### config.mk
export PLATFORM = sky130hd
export DESIGN_NAME = vga_pixel_fetch
export DESIGN_NICKNAME = d
export VERILOG_FILES = /design/src/rtl/vga_pixel_fetch.sv
export SDC_FILE = /design/constraint.sdc
export NUM_CORES = 1
export LEC_CHECK = 0
export BUFFER_PORTS_ARGS = -buffer_cell sky130_fd_sc_hd__buf_4
export CAP_MARGIN = 20
export CELL_PAD_IN_SITES_DETAIL_PLACEMENT = 0
export CELL_PAD_IN_SITES_GLOBAL_PLACEMENT = 1
export CORE_MARGIN = 4
export CORE_UTILIZATION = 37
export DETAILED_ROUTE_END_ITERATION = 10
export PLACE_DENSITY = 0.75
export SLEW_MARGIN = 30
export SYNTH_ARGS = -nofsm -noshare
export SYNTH_HDL_FRONTEND = slang
export SYNTH_SLANG_ARGS = --single-unit
export TNS_END_PERCENT = 50
### constraint.sdc
create_clock -name clock -period 2.6 [get_ports clock]
set_input_delay 0.39 -clock clock [delete_from_list [all_inputs] [get_ports clock]]
set_output_delay 0.39 -clock clock [all_outputs]
set_load 0.05 [all_outputs]
### src/rtl/vga_pixel_fetch.sv
// Framebuffer-to-VGA pixel pipeline: window mapping, RAM addressing, channel expansion, border fill.
// Latency RAM_LAT+2 cycles for rgb/syncs/blank_n_out; ram_address one cycle after inputs.
// No backpressure: streams one pixel per clock. VGA_FETCH_TESTPAT_EN adds a test_mode colour-bar source.
module vga_pixel_fetch #(
   parameter int XB      = 8,
   parameter int YB      = 8,
   parameter int COL_W   = 12,
   parameter int ROW_W   = 11,
   parameter int CH_W    = 5,
   parameter int OUT_W   = 8,
   parameter int RAM_LAT = 1
) (
   input  logic                 clock,
   input  logic                 reset,
   input  logic [COL_W-1:0]     display_col,
   input  logic [ROW_W-1:0]     display_row,
   input  logic                 visible,
   input  logic                 hsync_in,
   input  logic                 vsync_in,
   input  logic [COL_W-1:0]     origin_x,
   input  logic [ROW_W-1:0]     origin_y,
   input  logic [1:0]           scale,
   input  logic [3*OUT_W-1:0]   border_rgb,
`ifdef VGA_FETCH_TESTPAT_EN
   input  logic                 test_mode,
`endif
   output logic [XB+YB-1:0]     ram_address,
   input  logic [3*CH_W-1:0]    ram_q,
   output logic [OUT_W-1:0]     red,
   output logic [OUT_W-1:0]     green,
   output logic [OUT_W-1:0]     blue,
   output logic                 hsync_out,
   output logic                 vsync_out,
   output logic                 blank_n_out
);

   localparam int D = RAM_LAT + 1;

   // Window configuration only changes at the start of a vertical sync pulse.
   logic                 vsync_q;
   logic [COL_W-1:0]     sh_origin_x;
   logic [ROW_W-1:0]     sh_origin_y;
   logic [1:0]           sh_scale;
   logic [3*OUT_W-1:0]   sh_border;

   always_ff @(posedge clock) begin
      vsync_q <= vsync_in;
      if (reset || (vsync_q && !vsync_in)) begin
         sh_origin_x <= origin_x;
         sh_origin_y <= origin_y;
         sh_scale    <= scale;
         sh_border   <= border_rgb;
      end
   end

   logic [COL_W:0]   dx_full;
   logic [ROW_W:0]   dy_full;
   logic [COL_W-1:0] dx_s;
   logic [ROW_W-1:0] dy_s;
   logic             in_win;

   assign dx_full = {1'b0, display_col} - {1'b0, sh_origin_x};
   assign dy_full = {1'b0, display_row} - {1'b0, sh_origin_y};
   assign dx_s    = dx_full[COL_W-1:0] >> sh_scale;
   assign dy_s    = dy_full[ROW_W-1:0] >> sh_scale;
   // Top bit of each difference is the borrow: left of / above the window.
   assign in_win  = visible & ~dx_full[COL_W] & ~dy_full[ROW_W]
                  & ((dx_s >> XB) == '0) & ((dy_s >> YB) == '0);

   always_ff @(posedge clock) begin
      if (reset)
         ram_address <= '0;
      else if (in_win)
         ram_address <= {dx_s[XB-1:0], dy_s[YB-1:0]};
   end

   logic [D-1:0] dl_vis;
   logic [D-1:0] dl_win;
   logic [D-1:0] dl_hs;
   logic [D-1:0] dl_vs;

   always_ff @(posedge clock) begin
      if (reset) begin
         dl_vis <= '0;
         dl_win <= '0;
         dl_hs  <= '1;
         dl_vs  <= '1;
      end else begin
         dl_vis <= {dl_vis[D-2:0], visible};
         dl_win <= {dl_win[D-2:0], in_win};
         dl_hs  <= {dl_hs[D-2:0], hsync_in};
         dl_vs  <= {dl_vs[D-2:0], vsync_in};
      end
   end

`ifdef VGA_FETCH_TESTPAT_EN
   logic [D-1:0]   dl_tm;
   logic [3*D-1:0] dl_bar;
   logic [2:0]     bar;

   assign bar = dl_bar[3*D-1 -: 3];

   always_ff @(posedge clock) begin
      if (reset) begin
         dl_tm  <= '0;
         dl_bar <= '0;
      end else begin
         dl_tm  <= {dl_tm[D-2:0], test_mode};
         dl_bar <= {dl_bar[3*D-4:0], dx_s[XB-1 -: 3]};
      end
   end
`endif

   // MSB replication: full-scale stored value maps to full-scale DAC code.
   function automatic logic [OUT_W-1:0] expand(input logic [CH_W-1:0] c);
      logic [OUT_W-1:0] o;
      o = '0;
      for (int i = 0; i < OUT_W; i++)
         o[OUT_W-1-i] = c[CH_W-1-(i % CH_W)];
      return o;
   endfunction

   logic [OUT_W-1:0] pix_r, pix_g, pix_b;

   always_comb begin
      pix_r = expand(ram_q[3*CH_W-1 -: CH_W]);
      pix_g = expand(ram_q[2*CH_W-1 -: CH_W]);
      pix_b = expand(ram_q[CH_W-1:0]);
`ifdef VGA_FETCH_TESTPAT_EN
      if (dl_tm[D-1]) begin
         pix_r = {OUT_W{bar[2]}};
         pix_g = {OUT_W{bar[1]}};
         pix_b = {OUT_W{bar[0]}};
      end
`endif
   end

   always_ff @(posedge clock) begin
      if (reset) begin
         red         <= '0;
         green       <= '0;
         blue        <= '0;
         hsync_out   <= 1'b1;
         vsync_out   <= 1'b1;
         blank_n_out <= 1'b0;
      end else begin
         hsync_out   <= dl_hs[D-1];
         vsync_out   <= dl_vs[D-1];
         blank_n_out <= dl_vis[D-1];
         if (dl_vis[D-1] && dl_win[D-1]) begin
            red   <= pix_r;
            green <= pix_g;
            blue  <= pix_b;
         end else if (dl_vis[D-1]) begin
            red   <= sh_border[3*OUT_W-1 -: OUT_W];
            green <= sh_border[2*OUT_W-1 -: OUT_W];
            blue  <= sh_border[OUT_W-1:0];
         end else begin
            red   <= '0;
            green <= '0;
            blue  <= '0;
         end
      end
   end

endmodule

---- Word level (Yosys, flattened, before mapping) ----
Index checks and enable logic that the tools add are counted.
storage, ports and cells
  input port bits ......................... 92
  output and inout port bits .............. 43
  register bits ........................... 101
operators by class
  $add $sub $neg .......................... 2
  shift operators ......................... 2
  mux-type cells .......................... 6
  reductions and logical operators ........ 6
  bitwise logic cells ..................... 6
operators by type and width
  kind                                            number
  8-bit two-way mux                               6
  12-bit by 12-bit subtractor with 13-bit output  1
  12-bit zero test                                1
  12-bit by 2-bit >> shifter with 12-bit output   1
  11-bit by 11-bit subtractor with 12-bit output  1
  11-bit zero test                                1
  11-bit by 2-bit >> shifter with 11-bit output   1
  1-bit bitwise AND                               4
  1-bit logical AND                               2
  1-bit NOT                                       2
  1-bit zero test                                 1
  1-bit logical OR                                1

---- Longest topological paths before layout ----
Gate-level depths: netlist of the first run.
  depth in word-level cells ............... 6
  mapped depth ............................ 12
  gate-level depth less buffers ........... 11

---- Worst setup path before layout of the first run ----
No wires, ideal clock.
  kind .................................... in2reg
  start point ............................. input display_row[0]
  end point ............................... register ram_address[6]
  stages on the path ...................... 12
  data arrival time ....................... 2.726 ns
  library setup time ...................... 0.070 ns
  setup slack ............................. -0.196 ns
  path through ............................ inv_1 ha_1 fa_1 and2b_1 o2111ai_1 and2_1 a311oi_2 o32ai_2 a31oi_2 buf_6 o21ai_0 a21oi_1
between the ends
  cells in the longest elaborated chain, start to end .. 5
  elaborated cells between the ends (all ways) .. 7
  classes of those cells .................. add/sub (1); shift (1); bitwise (4); reduce/logical (1)
RTL lines
  element                                                                                line  text
  from (decl)                                                                            16    input logic [ROW_W-1:0] display_row,
  11-bit by 11-bit subtractor with 12-bit output (*)                                     63    assign dy_full = {1'b0, display_row} - {1'b0, sh_origin_y};
  branches (longest 4 deep; another with 11-bit by 2-bit >> shifter with 11-bit output)  -
  to (signal assigned)                                                                   74    ram_address <= {dx_s[XB-1:0], dy_s[YB-1:0]};
  to (decl)                                                                              27    output logic [XB+YB-1:0] ram_address,
Mark *: on every way between the ends.
A chain may end at the register's enable or synchronous reset.

---- Final worst setup path of the first run ----
  start point ............................. register sh_origin_y[0]
  end point ............................... register ram_address[1]
between the ends
  cells in the longest elaborated chain, start to end .. 5
  elaborated cells between the ends (all ways) .. 7
  classes of those cells .................. add/sub (1); shift (1); bitwise (4); reduce/logical (1)
RTL lines
  element                                                                                line  text
  from (decl)                                                                            42    logic [ROW_W-1:0] sh_origin_y;
  from (signal assigned)                                                                 50    sh_origin_y <= origin_y;
  11-bit by 11-bit subtractor with 12-bit output (*)                                     63
  branches (longest 4 deep; another with 11-bit by 2-bit >> shifter with 11-bit output)  -
Marked as above.

==> flow_metrics.tcl, run 1 <==
set metrics [dict create \
    status "finished, violations left" \
    violations "negative setup slack" \
    routedWlPerCell_um 14.4 \
    crit_chain "ha_2 > fa_2 > and2b_2 > o2111ai_4 > a21oi_2 > nor3b_2 > o32ai_2 > a31oi_2 > buf_4 > or3_4 > a21oi_2" \
    fillers 1227 \
    slowest_delay_ns 0.38 \
    finalCritPeriodShare 1.07 \
    grt.met2_usage 0.254 \
    cp.arrival_ns 3.07 \
    crit_start "sh_origin_y[0]" \
    drtPass1Iterations 4 \
    core.rowCount 42 \
    slew_headroom 0.696 \
    hold_path.class "in2reg" \
    drtAntennaViolNets 0 \
    fin_skew_ns 0.00920 \
    top_usage_layer "met2" \
    start_util 0.377 \
    critPathBufInv 1 \
    crit_top_cell "a21oi_2" \
    regArea_um2 2510 \
    grt_pass1_wl_um 18600 \
    grtUsageMet3 0.0404 \
    grt_overflow 0 \
    cellPowerDensity_nw_per_um2 594 \
    syn_nets 575 \
    r2r_setup_slack_ns -0.18 \
    worst-path-stages 11 \
    synth_top_cell_by_area "edfxtp_1" \
    grt_antenna_before_repair 0 \
    syn_inst 458 \
    area_growth_pct 41.6 \
    ys_async_sr_fraction 0 \
    path_clk_slew_ns 0.07 \
    r2r_start "sh_origin_y[0]" \
    crit_family "compound AO/OA/AOI/OAI gates" \
    finalSetupViolations 17 \
    multi_input_area_um2 2400 \
    syn_area_um2 4990 \
    insertion_delay_ns 0.35 \
    period_needed_ns 2.78 \
    cap_violations 0 \
    critical_path.endpoint "ram_address[1]" \
    portBuffers 134 \
    r2r-end "ram_address[1]" \
    critPathKind "reg2reg" \
    first_global_vias 3973 \
    cts_buffer_depth 2 \
    worstSetupEndpointType "flop" \
    grt_use_total 0.154 \
    slew_viol_final 0 \
    synth.distinct_cells 73 \
    synth_top_area_share 0.295 \
    die_area_um2 15400 \
    place_hpwl_um 9240 \
    seq_area_frac_synth 0.503 \
    synth-seq-cells 101 \
    startpoint_type "flop" \
    final_cell_mix "buf_4 (194), dfxtp_1 (52), edfxtp_1 (49)" \
    drcViolationCount 0 \
    die_h_um 124 \
    placed_area_um2 6620 \
    io_pins 135 \
    critPathSlowestCell "edfxtp_1" \
    met1_usage 0.198 \
    cts_root_buffer "clkbuf_16" \
    worst_slack_ns -0.179 \
    p_leak_nw 3.09 \
    ir_worst_vdd_mv 0.333 \
    cts_made_buffers 9 \
    crit_fanout 6 \
    placed_cells 810 \
    synth_ff_type "dfxtp_1" \
    gp_congestion 0.821 \
    drive_gt1_frac 0.426 \
    synth_edf_count 49 \
    num_vias 4019 \
    routed_wl_um 11900 \
    vias_per_cell 4.85 \
    rsz0062_at_grt "yes" \
    synth.area.top_cells "edfxtp_1 (29%), dfxtp_1 (21%), ha_1 (5.8%)" \
    diodes 0 \
    clock.fmax_ghz 0.360 \
    p_total_mw 4.20 \
    place_ws_ns -0.327 \
    grt_max_degree 34 \
    final-hold-violation-count 0 \
    layout_commonest_cell "buf_4" \
    cts_tree "built" \
    clock_sinks 101 \
    htreeDepth 3 \
    r2r_cells 11 \
    die_x_um 124 \
    core_um2 13200 \
    cp.required_ns 2.89 \
    stdcell_count 829 \
    post_synth.cell_area_avg_um2 10.9 \
    min_path_cells 1 \
    final_cell_area_um2 7070 \
    tightest_slew_ns 0.455 \
    yosysWarnings 0 \
    nets 765 \
    drtIter0Drc 141 \
]
## sequential cells by signal (all words and copies together), names as in the netlist
register,flops
blue,8
dl_vis,2
sh_origin_x,12
vsync_out,1
dl_hs,2
sh_border,24
sh_scale,2
green,8
sh_origin_y,11
blank_n_out,1
dl_vs,2
dl_win,2
vsync_q,1
hsync_out,1
red,8
ram_address,16
## layout make-up
class                      instances  share of cell area
clock buffer                       9              0.0319
clock inverter                     7              0.0138
inverter                          33              0.0175
multi-input combinational        307               0.340
sequential                       101               0.355
tap                              176              0.0311
timing repair buffer             196               0.210
## repair_timing
action	4_1_cts	5_1_grt
cloned	0	1
buffers inserted	1	1
hold buffers	0	0
pin swaps	10	16
endpoints found under the setup margin	17	17
gates resized for setup	12	17
## through the flow
step | hold slack (ns) | utilization | setup TNS [ns]
2_1_floorplan | 0.389 | - | 0
3_3_place_gp | 0.393 | 0.500 | -3.34
3_5_place_dp | 0.399 | 0.500 | -4.48
4_1_cts | 0.142 | 0.528 | -1.64
5_1_grt | 0.138 | 0.534 | -4.85
6_report | 0.158 | 0.534 | -2.09
## power breakdown
group / switching (mW) / leakage (nW) / internal, mW / total, mW
registers: 0.0200 / 0.911 / 1.74 / 1.76
logic: 0.489 / 2.03 / 0.512 / 1.00
clock network: 0.659 / 0.157 / 0.777 / 1.44
## layer usage
| metal | part of all wire | up-vias |
|---|---|---|
| met1 | 0.46 | 1871 |
| met2 | 0.48 | 92 |
| met5 | 0 | - |
| li1 | - | 2048 |
| met4 | 0.0095 | 0 |
| met3 | 0.056 | 8 |
## kinds of logic after synthesis
logic type | after synthesis | share of synthesized area
simple gates | 132 | 0.140
compound gates | 121 | 0.170
flops | 101 | 0.503
buf+inv | 51 | 0.0451
fa+ha+maj | 25 | 0.0656
mux | 20 | 0.0629
xor+xnor | 8 | 0.0140
## worst min-delay path by stage
stage / end / startpoint / slack (ns)
global placement: dl_vs[1] / dl_vs[0] / 0.39
global route: vsync_q / vsync_in / 0.14
finish: vsync_q / vsync_in / 0.16
CTS: vsync_q / vsync_in / 0.14
floorplan: dl_hs[1] / dl_hs[0] / 0.39
detailed placement: vsync_out / dl_vs[1] / 0.40
## cell usage after synthesis (4+ instances only)
cell type / n
a211oi_1: 6
a21o_1: 4
a21oi_1: 43
and2_1: 4
clkbuf_1: 7
dfxtp_1: 52
edfxtp_1: 49
ha_1: 23
inv_1: 31
mux2i_1: 10
mux4_2: 9
nand2_1: 32
nand2b_1: 19
nand3_1: 11
nor2_1: 19
nor2b_1: 7
nor3_1: 10
o21a_1: 9
o21ai_0: 18
or2_2: 9
or3_1: 4
xnor2_1: 4
xor2_1: 4
Note: power is estimated with default switching activity, not from simulation.
==> run 2, diff against run 1 <==
--- a/config.mk
+++ b/config.mk
@@ -10,9 +10,10 @@
 export CELL_PAD_IN_SITES_DETAIL_PLACEMENT = 0
 export CELL_PAD_IN_SITES_GLOBAL_PLACEMENT = 1
 export CORE_MARGIN = 4
-export CORE_UTILIZATION = 37
+export CORE_UTILIZATION = 38
+export CTS_BUF_LIST = sky130_fd_sc_hd__clkbuf_8
 export DETAILED_ROUTE_END_ITERATION = 10
-export PLACE_DENSITY = 0.75
+export PLACE_DENSITY = 0.77
 export SLEW_MARGIN = 30
 export SYNTH_ARGS = -nofsm -noshare
 export SYNTH_HDL_FRONTEND = slang
==> flow_metrics.tcl, run 2 (same netlist as run 1, synthesis figures left out) <==
set metrics [dict create \
    finish.utilization 0.545 \
    period_needed_ns 2.77 \
    worst_slack_ns -0.172 \
    clock.fmax_ghz 0.361 \
    area_growth_pct 38.9 \
    cts_made_buffers 9 \
    internal-power_mw 2.73 \
    critPathSlowestCell "edfxtp_1" \
    core_um2 12700 \
    grt_max_degree 34 \
    cts_buffer_depth 2 \
    diodes 0 \
    power.switching_mw 1.11 \
    grt_antenna_before_repair 0 \
    p_clk_frac 0.285 \
    slew_viol_final 0 \
    grt_use_total 0.156 \
    path_clk_slew_ns 0.10 \
    ir_worst_vdd_mv 0.350 \
    die_x_um 123 \
    whs_ns 0.121 \
    portBuffers 134 \
    final-hold-violation-count 0 \
    cts_tree "built" \
    final_cell_mix "buf_4 (197), dfxtp_1 (52), edfxtp_1 (49)" \
    finalSetupViolations 17 \
    slew_headroom 0.716 \
    crit_chain "ha_2 > fa_2 > and2b_1 > o2111ai_2 > a21oi_2 > nor3b_2 > o32ai_2 > a31o_2 > a21oi_1 > a311oi_1" \
    die_h_um 123 \
    num_vias 4058 \
    cp.required_ns 2.89 \
    drtIter0Drc 154 \
    grt_pass1_wl_um 18500 \
    die_area_um2 15000 \
    core.rowCount 41 \
    tightest_slew_ns 0.426 \
    violations "negative setup slack" \
    slowest_delay_ns 0.40 \
    critPathKind "reg2reg" \
    hold_buffers 0 \
    cp.arrival_ns 3.06 \
    first_global_vias 3923 \
    routed_wl_um 11600 \
    hold_path.class "in2reg" \
    startpoint_type "flop" \
    htreeDepth 3 \
    start_util 0.393 \
    crit_start "sh_origin_y[0]" \
    cap_violations 0 \
    clock_sinks 101 \
    drive_gt1_frac 0.421 \
    finalCritPeriodShare 1.07 \
    place_ws_ns -0.325 \
    p_total_mw 3.84 \
    gp_congestion 0.807 \
    drtPass1Iterations 4 \
    rsz0062_at_grt "yes" \
    insertion_delay_ns 0.38 \
    fin_skew_ns 0.00914 \
    vias_per_cell 4.91 \
    power_frac_seq 0.459 \
    drcViolationCount 0 \
    status "finished, violations left" \
    comb_power_share 0.256 \
    cellPowerDensity_nw_per_um2 554 \
    regMostFlops "sh_border" \
    grt_overflow 0 \
    layout_commonest_cell "buf_4" \
    io_pins 135 \
    largest_registers "sh_border (24), ram_address (16), sh_origin_x (12)" \
    cts_root_buffer "clkbuf_8" \
    nets 767 \
    crit_fanout 13 \
    routedWlPerCell_um 14.1 \
    p_leak_nw 3.06 \
    largest_reg_flops 24 \
    place_hpwl_um 9150 \
    placed_area_um2 6620 \
    r2r_start "sh_origin_y[0]" \
    worstSetupEndpointType "flop" \
    switching_share 0.289 \
    drtAntennaViolNets 0 \
    hold_start "vsync_in" \
    final_cell_area_um2 6940 \
]
[run 2: cell count changes in the layout (fill, tap and decap cells not counted), moves of 2 or more]
cell,previous run,this run
and2b_2,2,0
buf_4,194,197
clkbuf_8,0,9
a21oi_1,39,41
and2b_1,0,2
inv_6,4,2
o21ai_0,10,12
clkbuf_16,9,0
[run 2: worst paths after layout]
path	to	slack [ns]	cells past startpoint
setup / recovery	ram_address[8]	-0.17	10
hold / removal	vsync_q	0.12	1
hold reg to reg	hsync_out	0.42	1
setup reg to reg	ram_address[8]	-0.17	10
[run 2: final cells by class]
class	instances	area, um^2
Inverter	33	124
Tap cell	172	215
Clock inverter	7	100
Sequential cell	101	2510
Multi-Input combinational cell	306	2350
Clock buffer	9	124
Fill cell	1175	5780
Timing Repair Buffer	199	1510
[run 2: worst max-delay path, delay by kind of cell, from the launching register on]
kind	cells	cell delay, ns
flip-flops	1	0.40
adder cells (fa/ha/maj)	2	0.57
AO/OA/AOI/OAI	6	1.41
AND/OR/NAND/NOR	2	0.31
[run 2: layer usage]
layer,track usage,wire length (um),up-vias
li1,-,-,2054
met1,0.210,5300,1891
met2,0.251,5580,98
met3,0.0226,532,15
met4,0.0665,217,0
met5,0,0,-
[run 2: metrics by stage]
step                setup TNS (ns)  std cells
floorplan                        0        458
global placement             -3.48        807
detailed placement           -4.21        807
CTS                          -1.95        826
global route                 -4.59        827
finish                       -1.92        827
[run 2: power by group through the flow]
stage                     combinational, mW  clock (mW)  sequential, mW
after detailed placement              0.948           0            1.80
final                                 0.985        1.09            1.76
after global routing                   1.08        1.20            1.77
after floorplan                       0.546           0            1.84
after global placement                0.932           0            1.80
after CTS                             0.969        1.13            1.76
[run 2: timing repair]
item,in CTS,in global routing
pin swaps,7,16
setup buffers,3,1
gates resized for setup,7,14
endpoints found under the setup margin,17,17
==> run 3, diff against run 2 <==
--- a/config.mk
+++ b/config.mk
@@ -12,8 +12,10 @@
 export CORE_MARGIN = 4
 export CORE_UTILIZATION = 38
 export CTS_BUF_LIST = sky130_fd_sc_hd__clkbuf_8
+export CTS_CLUSTER_DIAMETER = 100
 export DETAILED_ROUTE_END_ITERATION = 10
 export PLACE_DENSITY = 0.77
+export SKIP_CTS_REPAIR_TIMING = 1
 export SLEW_MARGIN = 30
 export SYNTH_ARGS = -nofsm -noshare
 export SYNTH_HDL_FRONTEND = slang
==> flow_metrics.tcl, run 3 (same netlist as run 1, synthesis figures left out) <==
set metrics [dict create \
    die_h_um 123 \
    core_um2 12700 \
    die_area_um2 15000 \
    cts_root_buffer "clkbuf_8" \
    cp.required_ns 2.91 \
    status "finished, violations left" \
    path_clk_slew_ns 0.10 \
    grt_antenna_before_repair 0 \
    p_total_mw 3.85 \
    cellPowerDensity_nw_per_um2 554 \
    critPathKind "reg2reg" \
    drtAntennaViolNets 0 \
    core.rowCount 41 \
    r2r_setup_slack_ns -0.19 \
    htreeDepth 3 \
    regMostFlops "sh_border" \
    slew_viol_final 0 \
    routedWlPerCell_um 14.1 \
    tightest_slew_ns 0.431 \
    place_hpwl_um 9150 \
    min_path_cells 1 \
    grt_pass1_wl_um 18500 \
    slew_headroom 0.712 \
    finalCritPeriodShare 1.07 \
    hold_start "vsync_in" \
    insertion_delay_ns 0.37 \
    rsz0062_at_grt "yes" \
    layout_commonest_cell "buf_4" \
    grt_overflow 0 \
    fillers 1166 \
    whs_ns 0.127 \
    crit_family "compound AO/OA/AOI/OAI gates" \
    drive_gt1_frac 0.417 \
    clock_sinks 101 \
    slowest_delay_ns 0.38 \
    multi_input_area_um2 2380 \
    fin_skew_ns 0.00856 \
    startpoint_type "flop" \
    cp.arrival_ns 3.11 \
    io_pins 135 \
    drtIter0Drc 175 \
    finalSetupViolations 17 \
    grt_max_degree 34 \
    final-hold-violation-count 0 \
    place_ws_ns -0.325 \
    clock.fmax_ghz 0.358 \
    r2r_cells 12 \
    largest_registers "sh_border (24), ram_address (16), sh_origin_x (12)" \
    cts_buffer_depth 2 \
    violations "negative setup slack" \
    final_cell_mix "buf_4 (193), dfxtp_1 (52), edfxtp_1 (49)" \
    vias_per_cell 4.88 \
    critPathSlowestCell "edfxtp_1" \
    hold_path.class "in2reg" \
    crit_chain "inv_1 > ha_1 > buf_4 > and2b_1 > o2111ai_2 > a21oi_2 > o21ba_2 > o32ai_4 > a31oi_4 > buf_6 > or3_1 > a21oi_1" \
    regArea_um2 2510 \
    portBuffers 134 \
    worstSetupEndpointType "flop" \
    drtPass1Iterations 4 \
    routed_wl_um 11600 \
    drcViolationCount 0 \
    die_x_um 123 \
    nets 765 \
    r2r-end "ram_address[1]" \
    grt_use_total 0.155 \
    ir_worst_vdd_mv 0.359 \
    crit_fanout 8 \
    p_leak_nw 3.05 \
    start_util 0.393 \
    fin_setup_tns_ns -1.97 \
    first_global_vias 3900 \
    gp_congestion 0.807 \
    cts_made_buffers 9 \
    r2r_start "sh_origin_y[2]" \
    num_vias 4023 \
    worst_slack_ns -0.195 \
    whs_endpoint "vsync_q" \
    final_cell_area_um2 6960 \
    placed_area_um2 6620 \
    cap_violations 0 \
    critPathBufInv 3 \
    period_needed_ns 2.79 \
    diodes 0 \
    largest_reg_flops 24 \
    cts_tree "built" \
    crit_start "sh_origin_y[2]" \
    area_growth_pct 39.3 \
]
## run 3: cell count changes in the layout (fill, tap and decap cells not counted), moves of 2 or more
cell	before	now
buf_4	197	193
and2_1	1	3
and2_4	4	2
buf_6	1	3
## run 3: report_power, final
part	internal [mW]	switching (mW)	leakage, nW	total (mW)
Combinational	0.515	0.485	2.03	1.00
Clock	0.477	0.615	0.112	1.09
Sequential	1.74	0.0200	0.911	1.76
## run 3: how the worst max path moves through the flow
stage	to	slack [ns]	depth (start not counted)
floorplan	ram_address[14]	0.004	12
global placement	ram_address[1]	-0.28	13
detailed placement	ram_address[1]	-0.32	13
CTS	ram_address[1]	-0.23	11
global route	ram_address[1]	-0.34	11
finish	ram_address[1]	-0.19	12
## run 3: worst reg2reg max path, delay by kind of cell (launching register included)
family	cells	cell delay, ns
AOI/OAI and AO/OA	6	1.30
and+or+nand+nor	2	0.48
DFF	1	0.38
buffers and inverters	3	0.37
adders and majority gates	1	0.22
## run 3: layout make-up
| class | instances | share of cell area |
|---|---|---|
| Clock inverter | 7 | 0.0144 |
| Timing Repair Buffer | 197 | 0.216 |
| Sequential cell | 101 | 0.361 |
| Tap cell | 172 | 0.0309 |
| Clock buffer | 9 | 0.0178 |
| Multi-Input combinational cell | 306 | 0.342 |
| Inverter | 33 | 0.0178 |
## run 3: metrics by stage
stage          std cells  utilization
6_report             825        0.547
3_3_place_gp         807        0.520
2_1_floorplan        458            -
5_1_grt              825        0.547
3_5_place_dp         807        0.520
4_1_cts              823        0.538
## run 3: metal layers
layer | global-route usage | vias up | share of wire
met5 | 0 | - | 0
met4 | 0.0623 | 0 | 0.016
met3 | 0.0226 | 11 | 0.039
met2 | 0.252 | 93 | 0.48
met1 | 0.210 | 1871 | 0.46
li1 | - | 2048 | -
